File: src/rtl/dram_arbiter_if.sv
// dram_arbiter_if: bundles the two master request ports and the memory port
// of the data-memory arbiter.
//   slave  : arbiter side (takes requests and MEM_Q, drives ACK/RDATA/MEM_*/GNT/BUSY)
//   master : surrounding system side (masters and memory model)
interface dram_arbiter_if #(
  parameter int ADDR_W = 8,
  parameter int DATA_W = 8
);
  logic              M0_REQ,   M1_REQ;
  logic              M0_WE,    M1_WE;
  logic [ADDR_W-1:0] M0_ADDR,  M1_ADDR;
  logic [DATA_W-1:0] M0_WDATA, M1_WDATA;
  logic              M0_LOCK,  M1_LOCK;
  logic              M0_ACK,   M1_ACK;
  logic [DATA_W-1:0] M0_RDATA, M1_RDATA;
  logic [ADDR_W-1:0] MEM_ADDR;
  logic [DATA_W-1:0] MEM_DATA;
  logic              MEM_MW;
  logic [DATA_W-1:0] MEM_Q;
  logic [1:0]        GNT;
  logic              BUSY;

  modport slave (
    input  M0_REQ, M1_REQ, M0_WE, M1_WE, M0_ADDR, M1_ADDR,
           M0_WDATA, M1_WDATA, M0_LOCK, M1_LOCK, MEM_Q,
    output M0_ACK, M1_ACK, M0_RDATA, M1_RDATA,
           MEM_ADDR, MEM_DATA, MEM_MW, GNT, BUSY
  );

  modport master (
    output M0_REQ, M1_REQ, M0_WE, M1_WE, M0_ADDR, M1_ADDR,
           M0_WDATA, M1_WDATA, M0_LOCK, M1_LOCK, MEM_Q,
    input  M0_ACK, M1_ACK, M0_RDATA, M1_RDATA,
           MEM_ADDR, MEM_DATA, MEM_MW, GNT, BUSY
  );
endinterface

File: src/rtl/dram_arbiter.sv
// dram_arbiter: shares the single data-memory port between master 0 (CPU)
// and master 1 (DMA/debug). One access at a time: IDLE picks a winner and
// latches its command, ACCESS drives the memory for one cycle, and the
// following edge returns a one-cycle ACK (plus read data for reads).
// Round-robin on ties, with a bounded lock that lets a master keep the port
// for up to MAX_LOCK extra contested accesses.
// Ports:
//   CLK, RESET : clock, synchronous active-high reset
//   bus        : dram_arbiter_if.slave (master requests, memory port, GNT/BUSY)
//
// state  | meaning
// IDLE   | no access in flight; sample REQs, latch winner's command
// ACCESS | memory lines driven for the latched command
module dram_arbiter #(
  parameter int ADDR_W   = 8,
  parameter int DATA_W   = 8,
  parameter int MAX_LOCK = 4
) (
  input logic           CLK,
  input logic           RESET,
  dram_arbiter_if.slave bus
);

  typedef enum logic {IDLE, ACCESS} state_t;

  localparam logic [3:0] MAX_LOCK_C = 4'(MAX_LOCK);

  state_t            state, state_nxt;
  logic [1:0]        gnt, gnt_nxt;
  logic              cmd_we, cmd_we_nxt;
  logic [ADDR_W-1:0] cmd_addr, cmd_addr_nxt;
  logic [DATA_W-1:0] cmd_data, cmd_data_nxt;
  logic              last, last_nxt;          // 0 = master 0 served last
  logic              last_lock, last_lock_nxt;
  logic [3:0]        lock_cnt, lock_cnt_nxt;
  logic              ack0, ack0_nxt, ack1, ack1_nxt;
  logic [DATA_W-1:0] rdata0, rdata0_nxt, rdata1, rdata1_nxt;

  logic win, lock_hold, req_last, other_req, win_lock;

  always_comb begin
    state_nxt     = state;
    gnt_nxt       = gnt;
    cmd_we_nxt    = cmd_we;
    cmd_addr_nxt  = cmd_addr;
    cmd_data_nxt  = cmd_data;
    last_nxt      = last;
    last_lock_nxt = last_lock;
    lock_cnt_nxt  = lock_cnt;
    ack0_nxt      = 1'b0;
    ack1_nxt      = 1'b0;
    rdata0_nxt    = rdata0;
    rdata1_nxt    = rdata1;

    // Lock override beats round-robin while the streak is below the bound.
    req_last  = last ? bus.M1_REQ : bus.M0_REQ;
    lock_hold = last_lock && req_last && (lock_cnt < MAX_LOCK_C);
    if (lock_hold)
      win = last;
    else if (bus.M0_REQ && bus.M1_REQ)
      win = ~last;
    else
      win = ~bus.M0_REQ;
    other_req = win ? bus.M0_REQ : bus.M1_REQ;
    win_lock  = win ? bus.M1_LOCK : bus.M0_LOCK;

    case (state)
      IDLE: begin
        if (bus.M0_REQ || bus.M1_REQ) begin
          state_nxt     = ACCESS;
          gnt_nxt       = win ? 2'b10 : 2'b01;
          cmd_we_nxt    = win ? bus.M1_WE    : bus.M0_WE;
          cmd_addr_nxt  = win ? bus.M1_ADDR  : bus.M0_ADDR;
          cmd_data_nxt  = win ? bus.M1_WDATA : bus.M0_WDATA;
          last_nxt      = win;
          last_lock_nxt = win_lock;
          // Streak only grows for a contested, still-locked repeat grant.
          lock_cnt_nxt  = (lock_hold && other_req && win_lock) ? lock_cnt + 4'd1 : 4'd0;
        end
      end
      ACCESS: begin
        state_nxt = IDLE;
        gnt_nxt   = 2'b00;
        if (gnt[0]) begin
          ack0_nxt = 1'b1;
          if (!cmd_we) rdata0_nxt = bus.MEM_Q;
        end
        if (gnt[1]) begin
          ack1_nxt = 1'b1;
          if (!cmd_we) rdata1_nxt = bus.MEM_Q;
        end
      end
      default: state_nxt = IDLE;
    endcase
  end

  always_ff @(posedge CLK) begin
    if (RESET) begin
      state     <= IDLE;
      gnt       <= 2'b00;
      cmd_we    <= 1'b0;
      cmd_addr  <= '0;
      cmd_data  <= '0;
      last      <= 1'b1;
      last_lock <= 1'b0;
      lock_cnt  <= 4'd0;
      ack0      <= 1'b0;
      ack1      <= 1'b0;
      rdata0    <= '0;
      rdata1    <= '0;
    end else begin
      state     <= state_nxt;
      gnt       <= gnt_nxt;
      cmd_we    <= cmd_we_nxt;
      cmd_addr  <= cmd_addr_nxt;
      cmd_data  <= cmd_data_nxt;
      last      <= last_nxt;
      last_lock <= last_lock_nxt;
      lock_cnt  <= lock_cnt_nxt;
      ack0      <= ack0_nxt;
      ack1      <= ack1_nxt;
      rdata0    <= rdata0_nxt;
      rdata1    <= rdata1_nxt;
    end
  end

  assign bus.MEM_ADDR = cmd_addr;
  assign bus.MEM_DATA = cmd_data;
  // The write strobe is masked by RESET so an access abandoned by reset
  // never commits at the edge that ends it.
  assign bus.MEM_MW   = (state == ACCESS) && cmd_we && !RESET;
  assign bus.GNT      = gnt;
  assign bus.BUSY     = (state == ACCESS);
  assign bus.M0_ACK   = ack0;
  assign bus.M1_ACK   = ack1;
  assign bus.M0_RDATA = rdata0;
  assign bus.M1_RDATA = rdata1;

endmodule

File: src/flat_wrapper.sv
// flat-port wrapper written by rule: the top's interface ports become plain ports
module dram_arbiter_flat 
#(
  parameter int ADDR_W   = 8,
  parameter int DATA_W   = 8,
  parameter int MAX_LOCK = 4
)
  (CLK, RESET, bus_M0_REQ, bus_M1_REQ, bus_M0_WE, bus_M1_WE, bus_M0_ADDR, bus_M1_ADDR, bus_M0_WDATA, bus_M1_WDATA, bus_M0_LOCK, bus_M1_LOCK, bus_MEM_Q, bus_M0_ACK, bus_M1_ACK, bus_M0_RDATA, bus_M1_RDATA, bus_MEM_ADDR, bus_MEM_DATA, bus_MEM_MW, bus_GNT, bus_BUSY);
  dram_arbiter_if #(.ADDR_W(ADDR_W), .DATA_W(DATA_W)) bus_i ();
  input logic CLK;
  input logic RESET;
  input wire logic [$bits(bus_i.M0_REQ)-1:0] bus_M0_REQ;
  input wire logic [$bits(bus_i.M1_REQ)-1:0] bus_M1_REQ;
  input wire logic [$bits(bus_i.M0_WE)-1:0] bus_M0_WE;
  input wire logic [$bits(bus_i.M1_WE)-1:0] bus_M1_WE;
  input wire logic [$bits(bus_i.M0_ADDR)-1:0] bus_M0_ADDR;
  input wire logic [$bits(bus_i.M1_ADDR)-1:0] bus_M1_ADDR;
  input wire logic [$bits(bus_i.M0_WDATA)-1:0] bus_M0_WDATA;
  input wire logic [$bits(bus_i.M1_WDATA)-1:0] bus_M1_WDATA;
  input wire logic [$bits(bus_i.M0_LOCK)-1:0] bus_M0_LOCK;
  input wire logic [$bits(bus_i.M1_LOCK)-1:0] bus_M1_LOCK;
  input wire logic [$bits(bus_i.MEM_Q)-1:0] bus_MEM_Q;
  output wire logic [$bits(bus_i.M0_ACK)-1:0] bus_M0_ACK;
  output wire logic [$bits(bus_i.M1_ACK)-1:0] bus_M1_ACK;
  output wire logic [$bits(bus_i.M0_RDATA)-1:0] bus_M0_RDATA;
  output wire logic [$bits(bus_i.M1_RDATA)-1:0] bus_M1_RDATA;
  output wire logic [$bits(bus_i.MEM_ADDR)-1:0] bus_MEM_ADDR;
  output wire logic [$bits(bus_i.MEM_DATA)-1:0] bus_MEM_DATA;
  output wire logic [$bits(bus_i.MEM_MW)-1:0] bus_MEM_MW;
  output wire logic [$bits(bus_i.GNT)-1:0] bus_GNT;
  output wire logic [$bits(bus_i.BUSY)-1:0] bus_BUSY;
  assign bus_i.M0_REQ = bus_M0_REQ;
  assign bus_i.M1_REQ = bus_M1_REQ;
  assign bus_i.M0_WE = bus_M0_WE;
  assign bus_i.M1_WE = bus_M1_WE;
  assign bus_i.M0_ADDR = bus_M0_ADDR;
  assign bus_i.M1_ADDR = bus_M1_ADDR;
  assign bus_i.M0_WDATA = bus_M0_WDATA;
  assign bus_i.M1_WDATA = bus_M1_WDATA;
  assign bus_i.M0_LOCK = bus_M0_LOCK;
  assign bus_i.M1_LOCK = bus_M1_LOCK;
  assign bus_i.MEM_Q = bus_MEM_Q;
  assign bus_M0_ACK = bus_i.M0_ACK;
  assign bus_M1_ACK = bus_i.M1_ACK;
  assign bus_M0_RDATA = bus_i.M0_RDATA;
  assign bus_M1_RDATA = bus_i.M1_RDATA;
  assign bus_MEM_ADDR = bus_i.MEM_ADDR;
  assign bus_MEM_DATA = bus_i.MEM_DATA;
  assign bus_MEM_MW = bus_i.MEM_MW;
  assign bus_GNT = bus_i.GNT;
  assign bus_BUSY = bus_i.BUSY;
  dram_arbiter #(.ADDR_W(ADDR_W), .DATA_W(DATA_W), .MAX_LOCK(MAX_LOCK)) u_core (.CLK(CLK), .RESET(RESET), .bus(bus_i));
endmodule
File: config.mk
export PLATFORM = sky130hd
export DESIGN_NAME = dram_arbiter_flat
export DESIGN_NICKNAME = d
export VERILOG_FILES = /design/src/rtl/dram_arbiter_if.sv /design/src/rtl/dram_arbiter.sv /design/src/flat_wrapper.sv
export SDC_FILE = /design/constraint.sdc
export NUM_CORES = 1
export LEC_CHECK = 0
export CORE_UTILIZATION = 43
export CTS_BUF_LIST = sky130_fd_sc_hd__clkbuf_16
export CTS_CLUSTER_SIZE = 8
export DETAILED_ROUTE_END_ITERATION = 16
export PLACE_DENSITY = 0.84
export SYNTH_ARGS = -nofsm -noshare
export SYNTH_HDL_FRONTEND = slang
export SYNTH_SLANG_ARGS = --single-unit
File: constraint.sdc
create_clock -name CLK -period 2 [get_ports CLK]
set_input_delay 0.4 -clock CLK [delete_from_list [all_inputs] [get_ports CLK]]
set_output_delay 0.4 -clock CLK [all_outputs]
set_load 0.01 [all_outputs]
### Yosys cells after proc, flatten, opt, wreduce, memory -nomap -nowiden

Cells that the tools add are included.

* output and inout port bits: 38
* bits in writable memories: 0
* memories kept: 0
* input bits: 48
* logic and storage cells: 48
* memory bits (read-only): 0
* flip-flop bits (word level): 44
* latch bits: 0

* add/subtract/negate cells: 1
* bitwise logic cells: 4
* magnitude comparators: 1
* multiply operators: 0
* div/mod/pow operators: 0
* shift operators: 0
* multiplexer cells: 16
* reductions and logical operators: 13
* equal/unequal tests: 1

Operators with widths (count)
* $mux 8: 2
* $mux 1: 9
* $logic_and 1x1->1: 7
* $reduce_and 3->1: 2
* $add 4x1->4 const B: 1
* $lt 4x3->1 const B: 1
* $mux 2: 2
* $mux 4: 1
* $not 1->1: 4
* $pmux 2 s2: 1
* $ne 2x1->1 const B: 1
* $pmux 1 s2: 1
* $reduce_and 2->1: 1
* $reduce_or 2->1: 1
* $logic_not 1->1: 1
* $logic_or 1x1->1: 1

### Depth between registers and ports, before layout

Gate-level depths: netlist (run 1).

* depth after elaboration: 8
* depth in mapped cells: 7
* mapped depth without buffers: 4

### Worst setup path after synthesis (run 1)

Ideal clock, no wire load.

* kind: reg2reg
* start point: reg u_core.lock_cnt[2]
* end point: reg u_core.cmd_addr[7], in the netlist u_core.bus.MEM_ADDR[7]
* data arrival time: 1.362 ns
* setup time: 0.088 ns
* setup slack: 0.550 ns
* cell stages (with the launch flop): 6
* buffers on the path: 1
* required time: 1.912 ns
* path through: dfxtp_1 > nor3b_4 > mux2i_2 > buf_4 > nand3_1 > a311oi_2

* longest elaborated chain between the ends: 4

Ends and longest elaborated chain
* start: declaration: RTL line dram_arbiter.sv:35 `logic [3:0] lock_cnt, lock_cnt_nxt;`
* start signal: assignment: RTL line dram_arbiter.sv:119 `lock_cnt <= lock_cnt_nxt;`
* $lt 4x3->1: RTL line dram_arbiter.sv:57 `lock_hold = last_lock && req_last && (lock_cnt < MAX_LOCK_C);`
* $logic_and 1x1->1: RTL line dram_arbiter.sv:57
* $mux 1: RTL line dram_arbiter.sv:58 `if (lock_hold)`
* $mux 8: RTL line dram_arbiter.sv:73 `cmd_addr_nxt = win ? bus.M1_ADDR : bus.M0_ADDR;`
* end signal: assignment: RTL line dram_arbiter.sv:115 `cmd_addr <= cmd_addr_nxt;`
* end: declaration: RTL line dram_arbiter.sv:31 `logic [ADDR_W-1:0] cmd_addr, cmd_addr_nxt;`

No other way between the ends.
A chain may end at the register's enable or synchronous reset.

### Worst setup path in the final report (run 1)

* start point: reg u_core.state, in the netlist u_core.bus.BUSY
* end point: out bus_MEM_MW

* longest elaborated chain between the ends: 2

Ends and longest elaborated chain
* start: declaration: RTL line dram_arbiter.sv:28 `state_t state, state_nxt;`
* start signal: assignment: RTL line dram_arbiter.sv:112 `state <= state_nxt;`
* $logic_and 1x1->1 (2 in series): RTL line dram_arbiter.sv:131 `assign bus.MEM_MW = (state == ACCESS) && cmd_we && !RESET;`
* end: declaration: RTL line flat_wrapper.sv:29 `output wire logic [$bits(bus_i.MEM_MW)-1:0] bus_MEM_MW;`

No other way between the ends.

==> results.py, run 1 <==
metrics = {
    "logic_synthesis": {
        "synth_mux_area_share_pct": 2.35,
        "synth_xor_area_share_pct": 0,
        "ys_ff_latch": 44,
        "synth-simple-area-share_pct": 21.5,
        "syn-num-nets": 270,
        "postSynthCellCount": 221,
        "yosys_warnings": 0,
        "synth_cell_types": 35,
        "netlist_area_um2": 2080,
        "synth_top_family_by_area": "compound AO/OA/AOI/OAI gates",
        "syn_area_per_cell_um2": 9.41,
        "yosysSeqAreaShare_pct": 42.4,
        "synth_compound_area_share_pct": 23.9,
        "synthAdderAreaFrac_pct": 0.602,
    },
    "cells_and_area": {
        "drive_gt1_share_pct": 17.2,
        "diodes": 0,
        "final_cell_mix": "84 x clkdlybuf4s50_1, 44 x dfxtp_1, 35 x nand3_1",
        "fin_util_pct": 68.6,
        "num-nets-final": 358,
        "fillers": 339,
        "area_growth_syn_to_layout_pct": 48.6,
        "final_cells": 361,
        "final_common_cell": "clkdlybuf4s50_1",
    },
    "die": {
        "die_x_um": 71.5,
        "pin_count": 86,
        "dieArea_um2": 5120,
        "die_h_um": 71.5,
        "initial_core_util_pct": 46.2,
        "core-area_um2": 4500,
        "placementRows": 24,
    },
    "drt": {
        "num_vias": 1966,
        "wire_per_inst_um": 14.4,
        "via_per_inst": 5.45,
        "firstDrtPassIters": 4,
        "first_iter_violations": 174,
        "drc": 0,
        "wl_um": 5210,
        "ant_nets": 0,
    },
    "timing": {
        "relSlewSlack_pct": 66.3,
        "max_freq_ghz": 0.538,
        "setup_slack_ns": 0.141,
        "finalSetupViolations": 0,
        "finalSetupTns_ns": 0,
        "finClkSkew_ns": 0.00291,
        "worstMarginPinSlew_ns": 0.505,
        "rsz0062_at_grt": "no",
        "fin_crit_ns": 1.86,
        "period_share_pct": 92.9,
        "final_hold_viol_count": 0,
        "final_max_slew_viol_count": 0,
    },
    "global_routing": {
        "grt_pass1_vias": 1793,
        "overflow": 0,
        "grt_max_degree": 43,
        "track_usage_pct": 21.4,
        "grt_pass1_wl_um": 8540,
        "antenna_found_initial": 0,
    },
    "place": {
        "place_congestion": 0.820,
        "dp_slack_ns": 0.0422,
        "io_buffers": 85,
        "dpl.hpwl_um": 3800,
        "dp_cells": 354,
    },
    "clocking": {
        "clock_latency_ns": 0.28,
        "cts_tree": "done",
        "cts_setup_buffers": 0,
        "clockBufferDepth": 2,
        "clockRootBuffer": "clkbuf_16",
        "htreeDepth": 2,
        "path_clk_slew_ns": 0.06,
        "cts_sinks": 44,
        "cts_buffers": 5,
    },
    "run": {
        "cap_violations": 0,
    },
    "power": {
        "combPwrFrac_pct": 22.9,
        "power_density_nw_per_um2": 725,
        "total_power_mw": 2.24,
        "p_sw_mw": 0.580,
        "p_int_mw": 1.66,
        "seqPwrFrac_pct": 42.8,
        "p_leak_nw": 1.09,
        "vdd_drop_max_uv": 395,
        "clkPwrFrac_pct": 34.3,
        "switching_share_pct": 25.9,
    },
    "run_status": {
        "outcome": "finished clean",
    },
    "setup_path": {
        "crit_type": "flip-flop to primary output",
        "worst_ep_required_time_ns": 1.60,
        "cp-end-kind": "primary output",
        "arrival_ns": 1.46,
        "path_max_fanout": 3,
        "startpoint_type": "flip-flop",
    },
    "hold_path": {
        "hold_path.class": "flip-flop to flip-flop",
    },
}
## cell usage after synthesis
master | n | area share (%)
dfxtp_1 | 44 | 42
nand3_1 | 35 | 8.4
nor2_1 | 23 | 4.2
nand2_1 | 20 | 3.6
a21oi_1 | 18 | 4.3
a311oi_2 | 10 | 7.2
o21ai_2 | 10 | 4.2
a311oi_1 | 8 | 3.4
o21ai_0 | 8 | 1.9
clkbuf_1 | 5 | 0.90
clkbuf_8 | 4 | 2.6
and2_1 | 3 | 0.90
buf_2 | 3 | 0.72
nor3_1 | 3 | 0.72
a22oi_1 | 2 | 0.72
buf_12 | 2 | 1.9
buf_4 | 2 | 0.72
buf_6 | 2 | 1.1
mux2i_1 | 2 | 0.96
nor2b_1 | 2 | 0.60
a2111oi_4 | 1 | 1.3
a211o_1 | 1 | 0.42
and2_4 | 1 | 0.42
buf_1 | 1 | 0.18
bufbuf_8 | 1 | 0.90
ha_1 | 1 | 0.60
inv_1 | 1 | 0.18
mux2_4 | 1 | 0.72
mux2i_2 | 1 | 0.66
nor2b_2 | 1 | 0.42
nor3b_1 | 1 | 0.36
nor3b_4 | 1 | 0.90
nor4_2 | 1 | 0.60
o21bai_1 | 1 | 0.36
or3b_1 | 1 | 0.42
## worst max-delay path, stage by stage, from the launching register on
cell and delay (ns):
dfxtp_1 0.32, nor2b_2 0.17, and2_1 0.15, clkdlybuf4s50_1 0.53
## cell type report
cell class,instances,area (um^2),share of cell area [%]
multi-input combinational,156,1010,32.7
tap,52,65.1,2.11
sequential,44,881,28.5
clock buffer,5,125,4.05
inverter,1,3.75,0.122
clock inverter,2,12.5,0.405
timing repair buffer,101,991,32.1
## what timing repair did
action / in CTS / in global routing
hold buffers: 0 / 0
endpoints found under the setup margin: 0 / 1
resized for setup: 0 / 1
hold endpoints to repair: 0 / 0
## power groups by stage
| stage | clock (mW) | combinational, mW | sequential, mW |
|---|---|---|---|
| 2_1_floorplan | 0 | 0.265 | 0.998 |
| 3_3_place_gp | 0 | 0.503 | 0.975 |
| 3_5_place_dp | 0 | 0.511 | 0.977 |
| 4_1_cts | 0.777 | 0.514 | 0.958 |
| 5_1_grt | 0.812 | 0.552 | 0.964 |
| 6_report | 0.769 | 0.513 | 0.958 |
## final timing paths
kind,from,endpoint,slack [ns],cells after the start
max reg2reg,u_core.lock_cnt[2],u_core.bus.MEM_ADDR[4],0.40,5
max,u_core.bus.BUSY,bus_MEM_MW,0.14,3
min,u_core.bus.M0_RDATA[5],u_core.bus.M0_RDATA[5],0.46,2
min reg2reg,u_core.bus.M0_RDATA[5],u_core.bus.M0_RDATA[5],0.46,2
## routing by layer
layer  wire, um  GRT usage, %  part of all wire (%)
met1       2300          28.0                    44
met2       2590          36.1                    50
met3        232          2.95                   4.5
met4         84          8.06                   1.6
met5          0             0                     0
## cell families after synthesis
| group | count (synthesis) |
|---|---|
| adder cells (fa/ha/maj) | 1 |
| flip-flops | 44 |
| AO/OA/AOI/OAI | 59 |
| buffers and inverters | 21 |
| multiplexers | 4 |
| AND/OR/NAND/NOR | 92 |
## per-stage QoR
stage          hold WS (ns)  area (um^2)
2_1_floorplan         0.436         2080
3_3_place_gp          0.443         2950
3_5_place_dp          0.449         2950
4_1_cts               0.458         3090
5_1_grt               0.476         3090
6_report              0.456         3090
## registers in the layout (all words and copies together) (netlist names)
signal               cells
u_core.bus.MEM_ADDR      8
u_core.bus.GNT           2
u_core.bus.BUSY          1
u_core.last_lock         1
u_core.bus.M1_RDATA      8
u_core.cmd_we            1
u_core.bus.M1_ACK        1
u_core.lock_cnt          4
u_core.bus.MEM_DATA      8
u_core.last              1
u_core.bus.M0_ACK        1
u_core.bus.M0_RDATA      8
Power figures use the tool's default switching activity.
==> run 2: changes to the inputs <==
Settings changed: GPL_ROUTABILITY_DRIVEN set to 0, GPL_TIMING_DRIVEN set to 0, SLEW_MARGIN set to 10.
==> run 2 against run 1 <==
Power is 1.3% higher. Worst setup slack worse by 0.072 ns. Clock-buffer cell count stayed put. Via count is 0.31% lower. Clock skew is 0.00083 ns lower. Largest power group unchanged. Register-to-register slack worse by 0.02 ns. Clock power is 2% higher. Sequential cell count stayed put. Sequential power hardly changed. Routed wire length is 4.5% higher. Utilization is 0.78 points higher. Cell count is 0.55% higher.
==> results.py, run 2 (synthesized netlist as in run 1, its figures left out) <==
metrics = {
    "power": {
        "p_leak_nw": 1.10,
        "power_density_nw_per_um2": 727,
        "combPwrFrac_pct": 23.1,
        "vdd_drop_max_uv": 412,
        "p_int_mw": 1.67,
        "clkPwrFrac_pct": 34.6,
        "p_sw_mw": 0.601,
        "seqPwrFrac_pct": 42.3,
        "switching_share_pct": 26.5,
    },
    "die": {
        "die_x_um": 71.5,
        "placementRows": 24,
        "dieArea_um2": 5120,
        "core-area_um2": 4500,
        "pin_count": 86,
        "initial_core_util_pct": 46.2,
        "die_h_um": 71.5,
    },
    "clocking": {
        "htreeDepth": 2,
        "cts_tree": "done",
        "cts_sinks": 44,
        "cts_hold_buf": 0,
        "cts_buffers": 5,
        "clock_latency_ns": 0.29,
        "path_clk_slew_ns": 0.06,
        "clockRootBuffer": "clkbuf_16",
        "clockBufferDepth": 2,
    },
    "setup_path": {
        "cp-end-kind": "primary output",
        "worst_ep_required_time_ns": 1.60,
        "startpoint_type": "flip-flop",
        "path_max_fanout": 7,
        "crit_type": "flip-flop to primary output",
        "arrival_ns": 1.53,
    },
    "drt": {
        "num_vias": 1960,
        "firstDrtPassIters": 4,
        "drc": 0,
        "via_per_inst": 5.40,
        "ant_nets": 0,
        "wl_um": 5450,
        "first_iter_violations": 81,
        "wire_per_inst_um": 15.0,
    },
    "timing": {
        "finClkSkew_ns": 0.00207,
        "relSlewSlack_pct": 63.8,
        "fin_crit_ns": 1.93,
        "rsz0062_at_grt": "no",
        "finalSetupViolations": 0,
        "finalSetupTns_ns": 0,
        "worstMarginPinSlew_ns": 0.543,
        "max_freq_ghz": 0.518,
        "final_hold_viol_count": 0,
        "period_share_pct": 96.5,
        "hold-worst-slack_ns": 0.345,
        "final_max_slew_viol_count": 0,
    },
    "global_routing": {
        "grt_pass1_wl_um": 8740,
        "antenna_found_initial": 0,
        "grt_max_degree": 14,
        "grt_pass1_vias": 1830,
        "track_usage_pct": 22.1,
        "overflow": 0,
    },
    "run": {
        "cap_violations": 0,
    },
    "cells_and_area": {
        "area_growth_syn_to_layout_pct": 50.2,
        "diodes": 0,
        "drive_gt1_share_pct": 16.1,
        "stdcell_area_um2": 3120,
        "num-nets-final": 360,
        "final_common_cell": "clkdlybuf4s50_1",
        "final_cell_mix": "83 x clkdlybuf4s50_1, 43 x dfxtp_1, 35 x nand3_1",
    },
    "place": {
        "dpl.hpwl_um": 4030,
        "io_buffers": 83,
        "placed_area_um2": 2980,
    },
    "hold_path": {
        "hold_path.class": "primary input to flip-flop",
    },
    "run_status": {
        "outcome": "finished clean",
    },
}
run 2: what timing repair did:
| item | in CTS | in global routing |
|---|---|---|
| gates cloned | 0 | 0 |
| setup endpoints to repair | 1 | 1 |
| gates resized for setup | 1 | 3 |
| setup buffers | 0 | 0 |
run 2: area by class of cell:
| cell class | instances | area (um^2) |
|---|---|---|
| Clock inverter | 2 | 12.5 |
| Timing Repair Buffer | 83 | 831 |
| Clock buffer | 5 | 125 |
| Buffer | 20 | 189 |
| Multi-Input combinational cell | 156 | 1010 |
| Tap cell | 52 | 65.1 |
| Inverter | 1 | 3.75 |
| Fill cell | 350 | 1380 |
| Sequential cell | 44 | 885 |
run 2: power groups by stage:
stage	Sequential (mW)	Clock, mW	Combinational, mW
floorplan	0.998	0	0.265
CTS	0.961	0.785	0.526
finish	0.960	0.785	0.525
global route	0.967	0.835	0.563
detailed placement	0.980	0	0.524
global placement	0.978	0	0.516
run 2: stage by stage:
step,setup slack (ns),util (%),cells,total power [mW]
2_1_floorplan,0.550,-,221,1.26
3_3_place_gp,0.00167,66.1,356,1.49
3_5_place_dp,-0.0412,66.1,356,1.50
4_1_cts,0.0171,69.1,363,2.27
5_1_grt,0.00692,69.4,363,2.37
6_report,0.0691,69.4,363,2.27
run 2: final timing paths:
path                               start                     end  slack (ns)  cells past startpoint
hold / removal                     RESET       u_core.bus.GNT[1]        0.34                      2
setup / recovery         u_core.bus.BUSY              bus_MEM_MW        0.07                      3
setup reg to reg      u_core.lock_cnt[2]  u_core.bus.MEM_DATA[1]        0.38                      5
hold reg to reg   u_core.bus.M1_RDATA[3]  u_core.bus.M1_RDATA[3]        0.46                      2
run 2: critical path, cell delays in order, from the launching register on:
cell and delay [ns]:
dfxtp_4 0.39, nor2b_4 0.16, and2_1 0.15, clkdlybuf4s50_1 0.54
run 2: routing by layer:
layer	vias to the layer above	part of all wire [%]	track usage, %
met5	-	0	0
met4	0	1.2	7.19
met3	6	4.9	4.78
met2	65	52	39.4
met1	909	42	26.7
li1	980	-	-
